==> src/rtl/demux_rr_dispatcher.sv <==
// Round-robin 1:4 dispatcher: steers a valid/ready stream to four channels,
// BURST words per channel, through a single-entry output register.
module demux_rr_dispatcher #(
  parameter int DATA_W = 8,
  parameter int BURST  = 4
) (
  input  logic              clk,
  input  logic              rst,
  input  logic              in_valid,
  input  logic [DATA_W-1:0] in_data,
  output logic              in_ready,
  input  logic [3:0]        chan_en,
  input  logic [3:0]        out_ready,
  output logic [3:0]        out_valid,
  output logic [DATA_W-1:0] out_data,
  output logic [1:0]        sel
);

  localparam int CNT_W = (BURST > 1) ? $clog2(BURST) : 1;
  localparam logic [CNT_W-1:0] CNT_LAST = CNT_W'(BURST - 1);

  logic [DATA_W-1:0] r_data;
  logic [1:0]        r_sel;
  logic              r_valid;
  logic [1:0]        r_cur;
  logic [CNT_W-1:0]  r_cnt;

  logic       w_drain;
  logic       w_in_ready;
  logic       w_load;
  logic       w_any_en;
  logic       w_found;
  logic [1:0] w_idx;
  logic [1:0] w_next_cur;

  assign w_drain    = r_valid & out_ready[r_sel];
  // Gated by rst so the upstream never sees a handshake while reset is held.
  assign w_in_ready = ~rst & chan_en[r_cur] & (~r_valid | w_drain);
  assign w_load     = in_valid & w_in_ready;
  assign w_any_en   = |chan_en;

  // First enabled channel in the order cur+1, cur+2, cur+3, cur; holds if none.
  always_comb begin
    w_next_cur = r_cur;
    w_found    = 1'b0;
    w_idx      = r_cur;
    for (int unsigned k = 1; k <= 4; k++) begin
      w_idx = r_cur + 2'(k);
      if (!w_found && chan_en[w_idx]) begin
        w_next_cur = w_idx;
        w_found    = 1'b1;
      end
    end
  end

  always_ff @(posedge clk or posedge rst) begin
    if (rst) begin
      r_data  <= '0;
      r_sel   <= '0;
      r_valid <= 1'b0;
      r_cur   <= '0;
      r_cnt   <= '0;
    end else if (w_load) begin
      r_data  <= in_data;
      r_sel   <= r_cur;
      r_valid <= 1'b1;
      if (r_cnt == CNT_LAST) begin
        r_cnt <= '0;
        r_cur <= w_next_cur;
      end else begin
        r_cnt <= r_cnt + 1'b1;
      end
    end else begin
      if (w_drain) begin
        r_valid <= 1'b0;
      end
      // Skip past a disabled channel; with nothing enabled, cur and cnt hold.
      if (!chan_en[r_cur] && w_any_en) begin
        r_cur <= w_next_cur;
        r_cnt <= '0;
      end
    end
  end

  assign in_ready  = w_in_ready;
  assign out_valid = r_valid ? (4'b0001 << r_sel) : 4'b0000;
  assign out_data  = r_data;
  assign sel       = r_sel;

endmodule

==> config.mk <==
export PLATFORM = sky130hd
export DESIGN_NAME = demux_rr_dispatcher
export DESIGN_NICKNAME = d
export VERILOG_FILES = /design/src/rtl/demux_rr_dispatcher.sv
export SDC_FILE = /design/constraint.sdc
export NUM_CORES = 1
export LEC_CHECK = 0
export CAP_MARGIN = 25
export CORE_UTILIZATION = 47
export CTS_BUF_LIST = sky130_fd_sc_hd__clkbuf_16
export DETAILED_ROUTE_END_ITERATION = 12
export PLACE_DENSITY = 0.84
export SKIP_CTS_REPAIR_TIMING = 1
export SKIP_LAST_GASP = 1
export SLEW_MARGIN = 10
export SYNTH_ARGS = -nofsm -noshare
export SYNTH_HDL_FRONTEND = slang
export SYNTH_SLANG_ARGS = --single-unit
==> constraint.sdc <==
create_clock -name clk -period 4.7 [get_ports clk]
set_clock_uncertainty 0.15 [all_clocks]
set_input_delay 0.94 -clock clk [delete_from_list [all_inputs] [get_ports clk]]
set_output_delay 0.94 -clock clk [all_outputs]
set_load 0.05 [all_outputs]
# Word-level counts from Yosys, hierarchy flattened
# Index checks and enable logic that the tools add are counted.
[classes]
eq_ne = 2
order_cmp = 5
addsub = 4
muxes = 26
shift = 1
reduce_logical = 12
bitwise = 7
[ops]
columns = ["cell", "n"]
rows = [
  ["2-bit two-way mux", 10],
  ["2-bit by 3-bit less-than comparator with 1-bit output, second input constant", 5],
  ["1-bit binary-select mux with 2-bit select", 5],
  ["1-bit two-way mux", 10],
  ["2-bit by 1-bit adder with 2-bit output, second input constant", 2],
  ["2-bit adder, second input constant", 2],
  ["1-bit AND", 4],
  ["1-bit logical AND", 4],
  ["1-bit logical NOT", 4],
  ["4-bit two-way mux", 1],
  ["2-bit nonzero test", 2],
  ["4-bit OR reduction", 1],
  ["1-bit by 2-bit << shifter with 4-bit output, first input constant", 1],
  ["2-bit == test, second input constant", 1],
  ["2-bit by 1-bit != test with 1-bit output, second input constant", 1],
  ["1-bit inverter", 2],
  ["2-bit AND reduction", 1],
  ["1-bit OR", 1],
]
[totals]
regBits = 15
wordCells = 62
output_inout_bits = 15
input_bits = 19

# Logic depth before layout (Yosys ltp)
[logic_depth]
ltp_word = 15
ltp_mapped = 7
ltp_nobuf = 5

# Least setup slack after synthesis
# No wires, ideal clock.
[synth_path]
kind = "input-to-output"
from = "input chan_en[1]"
to = "output in_ready"
path_buffers = 1
arrival_time_ns = 1.975
path_slack_ns = 1.635
stages = 4
required_ns = 3.610
path_cell_list = "clkbuf_1 > mux2i_1 > o22ai_1 > and2_1"
[synth_between]
elab_chain_len = 4
[synth_rtl]
columns = ["item", "line_no", "source"]
rows = [
  ["from (decl)", "12", "input logic [3:0] chan_en,"],
  ["1-bit binary-select mux with 2-bit select", "38", "assign w_in_ready = ~rst & chan_en[r_cur] & (~r_valid | w_drain);"],
  ["1-bit two-way mux (implied by the code)", "38", ""],
  ["1-bit AND (2 in a row)", "38", ""],
  ["to (decl)", "11", "output logic in_ready,"],
]
# No other way between the ends. The select of a mux whose other input is x is not followed.

# Worst setup path after layout
[layout_path]
from = "input chan_en[0]"
to = "output in_ready"
# Same word-level chain as after synthesis.

==> flow_metrics.env <==
export IMPL_status="finished clean"
export IMPL_post_route_min_period_ns=4.16
export IMPL_slew_viol_final=0
export IMPL_synth_fa_ha_area_share_pct=1.35
export IMPL_die_w_um=46.4
export IMPL_routedWlPerCell_um=14.4
export IMPL_yosysWarnings=0
export IMPL_p_leak_nw=0.552
export IMPL_via_per_inst=5.63
export IMPL_grt_max_degree=19
export IMPL_path_depth=5
export IMPL_ys_seq_area_share_pct=40.4
export IMPL_dpl_hpwl_um=1650
export IMPL_fp_dieArea_um2=2160
export IMPL_synth_area_mux_share_pct=15.5
export IMPL_worstRegToRegCells=5
export IMPL_ir_worst_vdd_mv=0.548
export IMPL_clk_latency_ns=0.24
export IMPL_setup_tns_ns=0
export IMPL_power_mw=0.939
export IMPL_post_route_util_pct=74.4
export IMPL_area_growth_pct=42.9
export IMPL_netlist_area_leader_share_pct=40.4
export IMPL_pwr_density_cell_nw_per_um2=708
export IMPL_max_stage_delay_ns=0.81
export IMPL_dp_cells=146
export IMPL_numCtsBuffers=3
export IMPL_fp_coreArea_um2=1780
export IMPL_fillCellCount=127
export IMPL_postLayoutSetupSlackWorst_ns=0.542
export IMPL_syn_area_um2=928
export IMPL_antenna_found_initial=0
export IMPL_final_cells=150
export IMPL_hold_slack_ns=0.354
export IMPL_cp_end_kind="output pin"
export IMPL_criticalPathCategory="in -> out"
export IMPL_avgSynthCellArea_um2=9.67
export IMPL_vias=844
export IMPL_core_rowCount=15
export IMPL_ys_types=36
export IMPL_synth_top_cell_by_area="dfrtp_1"
export IMPL_gp_routability_congestion=0.848
export IMPL_first_global_vias=705
export IMPL_cp_top_family="buffers and inverters"
export IMPL_cts_tree="built"
export IMPL_hold_viol_final=0
export IMPL_cp_buffers_inverters=2
export IMPL_drive_above_1_share_pct=13.6
export IMPL_crit_top_cell="clkdlybuf4s50_1"
export IMPL_post_place_ws_ns=0.564
export IMPL_clockBufferDepth=2
export IMPL_fin_crit_sh_pct=88.5
export IMPL_drc=0
export IMPL_crit_path_top_delay_cell="clkdlybuf4s50_1"
export IMPL_synth_compound_area_share_pct=15.8
export IMPL_cts_root_buf="clkbuf_16"
export IMPL_ioPinCount=34
export IMPL_cp_arrival_ns=3.07
export IMPL_antennaDiodeCount=0
export IMPL_clk_pin_slew_worst_paths_ns=0.05
export IMPL_grt_overflow=0
export IMPL_crit_fanout=11
export IMPL_drt_initial_drc_count=32
export IMPL_worst_pin_slew_ns=0.569
export IMPL_rsz0062_at_grt="false"
export IMPL_grtUsageTotal_pct=22.3
export IMPL_wirelength_um=2160
export IMPL_synth_seq_cells=15
export IMPL_htree_levels=1
export IMPL_synthCells=96
export IMPL_synth_xor_area_share_pct=0.943
export IMPL_final_nets=146
export IMPL_numPortBuffers=33
export IMPL_yosys_area_share_simple_pct=19.3
export IMPL_synth_top_family_by_area="simple AND/OR/NAND/NOR gates"
export IMPL_hold_depth=1
export IMPL_crit_chain="clkdlybuf4s50_1 > mux2i_1 > o22ai_1 > and2_1 > clkdlybuf4s50_1"
export IMPL_max_cap_viol_count=0
export IMPL_drtPass1Iterations=4
export IMPL_grt_pass1_wl_um=3200
export IMPL_critical_path_required_ns=3.61
export IMPL_finalSetupViolations=0
export IMPL_hp_class="reg -> reg"
export IMPL_slew_headroom_pct=62.1
export IMPL_setup_worst_path_start_class="input pin"
export IMPL_max_freq_mhz=240
export IMPL_start_util_pct=52.1
export IMPL_dpl_cell_area_um2=1250
export IMPL_syn_nets=116
export IMPL_cts_sink_count=15
export IMPL_fp_dieH_um=46.4
export IMPL_ant_nets=0
export IMPL_stdcell_area_um2=1330
export IMPL_ys_top_cells_by_area="dfrtp_1 (40%), mux2_2 (12%), nor2_1 (3.6%), nor3_1 (3.2%), buf_2 (2.7%)"
==> worst paths after layout <==
check                            start          end  slack (ns)
max                         chan_en[0]     in_ready        0.54
min                        out_data[5]  out_data[5]        0.35
max reg2reg                   r_cur[0]     r_cnt[1]        2.48
min reg2reg                out_data[5]  out_data[5]        0.35
max in group asynchronous          rst     r_cur[0]        3.07
min in group asynchronous          rst       sel[1]        0.97
==> synthesized netlist by cell type <==
master     count
mux2_1         1
or2_0          1
a21o_1         1
nand3_2        1
a221o_1        1
a31oi_1        2
ha_1           1
o2111ai_1      1
a21boi_0       1
nor2b_1        2
xnor2_1        1
nand2b_1       3
nand2_1        4
o211ai_2       1
buf_6          1
o21ai_0        3
inv_1          5
a2111oi_0      1
o22a_1         1
o22ai_1        2
mux2i_1        2
or2_2          1
buf_1          1
or3_1          3
dfrtp_1       15
o221ai_1       1
and2_1         2
nor3_1         6
a32o_1         2
clkbuf_1       1
nor2_1         9
buf_2          5
a21oi_1        1
a221oi_1       1
nor3b_1        2
mux2_2        10
==> routing by layer <==
layer | up-vias | share of wire [%] | GRT usage (%) | routed length, µm
met4 | 0 | 2.5 | 8.82 | 53
met3 | 8 | 6.3 | 5.88 | 135
met2 | 42 | 51 | 37.2 | 1110
met5 | - | 0 | 0 | 0
met1 | 388 | 40 | 27.0 | 856
li1 | 406 | - | - | -
==> where the power goes <==
| group | internal, mW | switching (mW) | leakage, nW |
|---|---|---|---|
| logic | 0.209 | 0.306 | 0.327 |
| clock network | 0.114 | 0.0511 | 0.0409 |
| registers | 0.191 | 0.0685 | 0.184 |
| total | 0.514 | 0.426 | 0.552 |
==> sequential cells by signal, indices dropped and copies added, names as in the netlist <==
signal / flops
sel: 2
out_data: 8
r_cnt: 2
r_cur: 2
r_valid: 1
==> area by class of cell <==
| class | count | area, µm² | area share [%] |
|---|---|---|---|
| clock buffer | 3 | 75.1 | 5.66 |
| timing repair buffer | 33 | 330 | 24.9 |
| multi-input combinational | 68 | 490 | 37.0 |
| inverter | 5 | 18.8 | 1.42 |
| clock inverter | 1 | 5.00 | 0.377 |
| sequential | 15 | 375 | 28.3 |
| tap | 25 | 31.3 | 2.36 |
==> layout by cell type, fill, tap and decap left out, types with 3 or more instances in the layout <==
cell             instances
nand2b_1                 3
clkbuf_16                3
o21ai_0                  3
or3_1                    3
nor3_1                   6
dfrtp_1                 15
clkdlybuf4s50_1         33
inv_1                    5
nand2_1                  4
mux2_2                  10
nor2_1                   9
==> cell families (layout without fill, tap and decap cells) <==
group | count (synthesis) | after routing
buffers and inverters | 13 | 42
AOI/OAI and AO/OA | 19 | 19
and+or+nand+nor | 34 | 34
muxes | 13 | 13
DFF | 15 | 15
xor gates and xnor gates | 1 | 1
adders and majority gates | 1 | 1
Power figures use the tool's default switching activity.
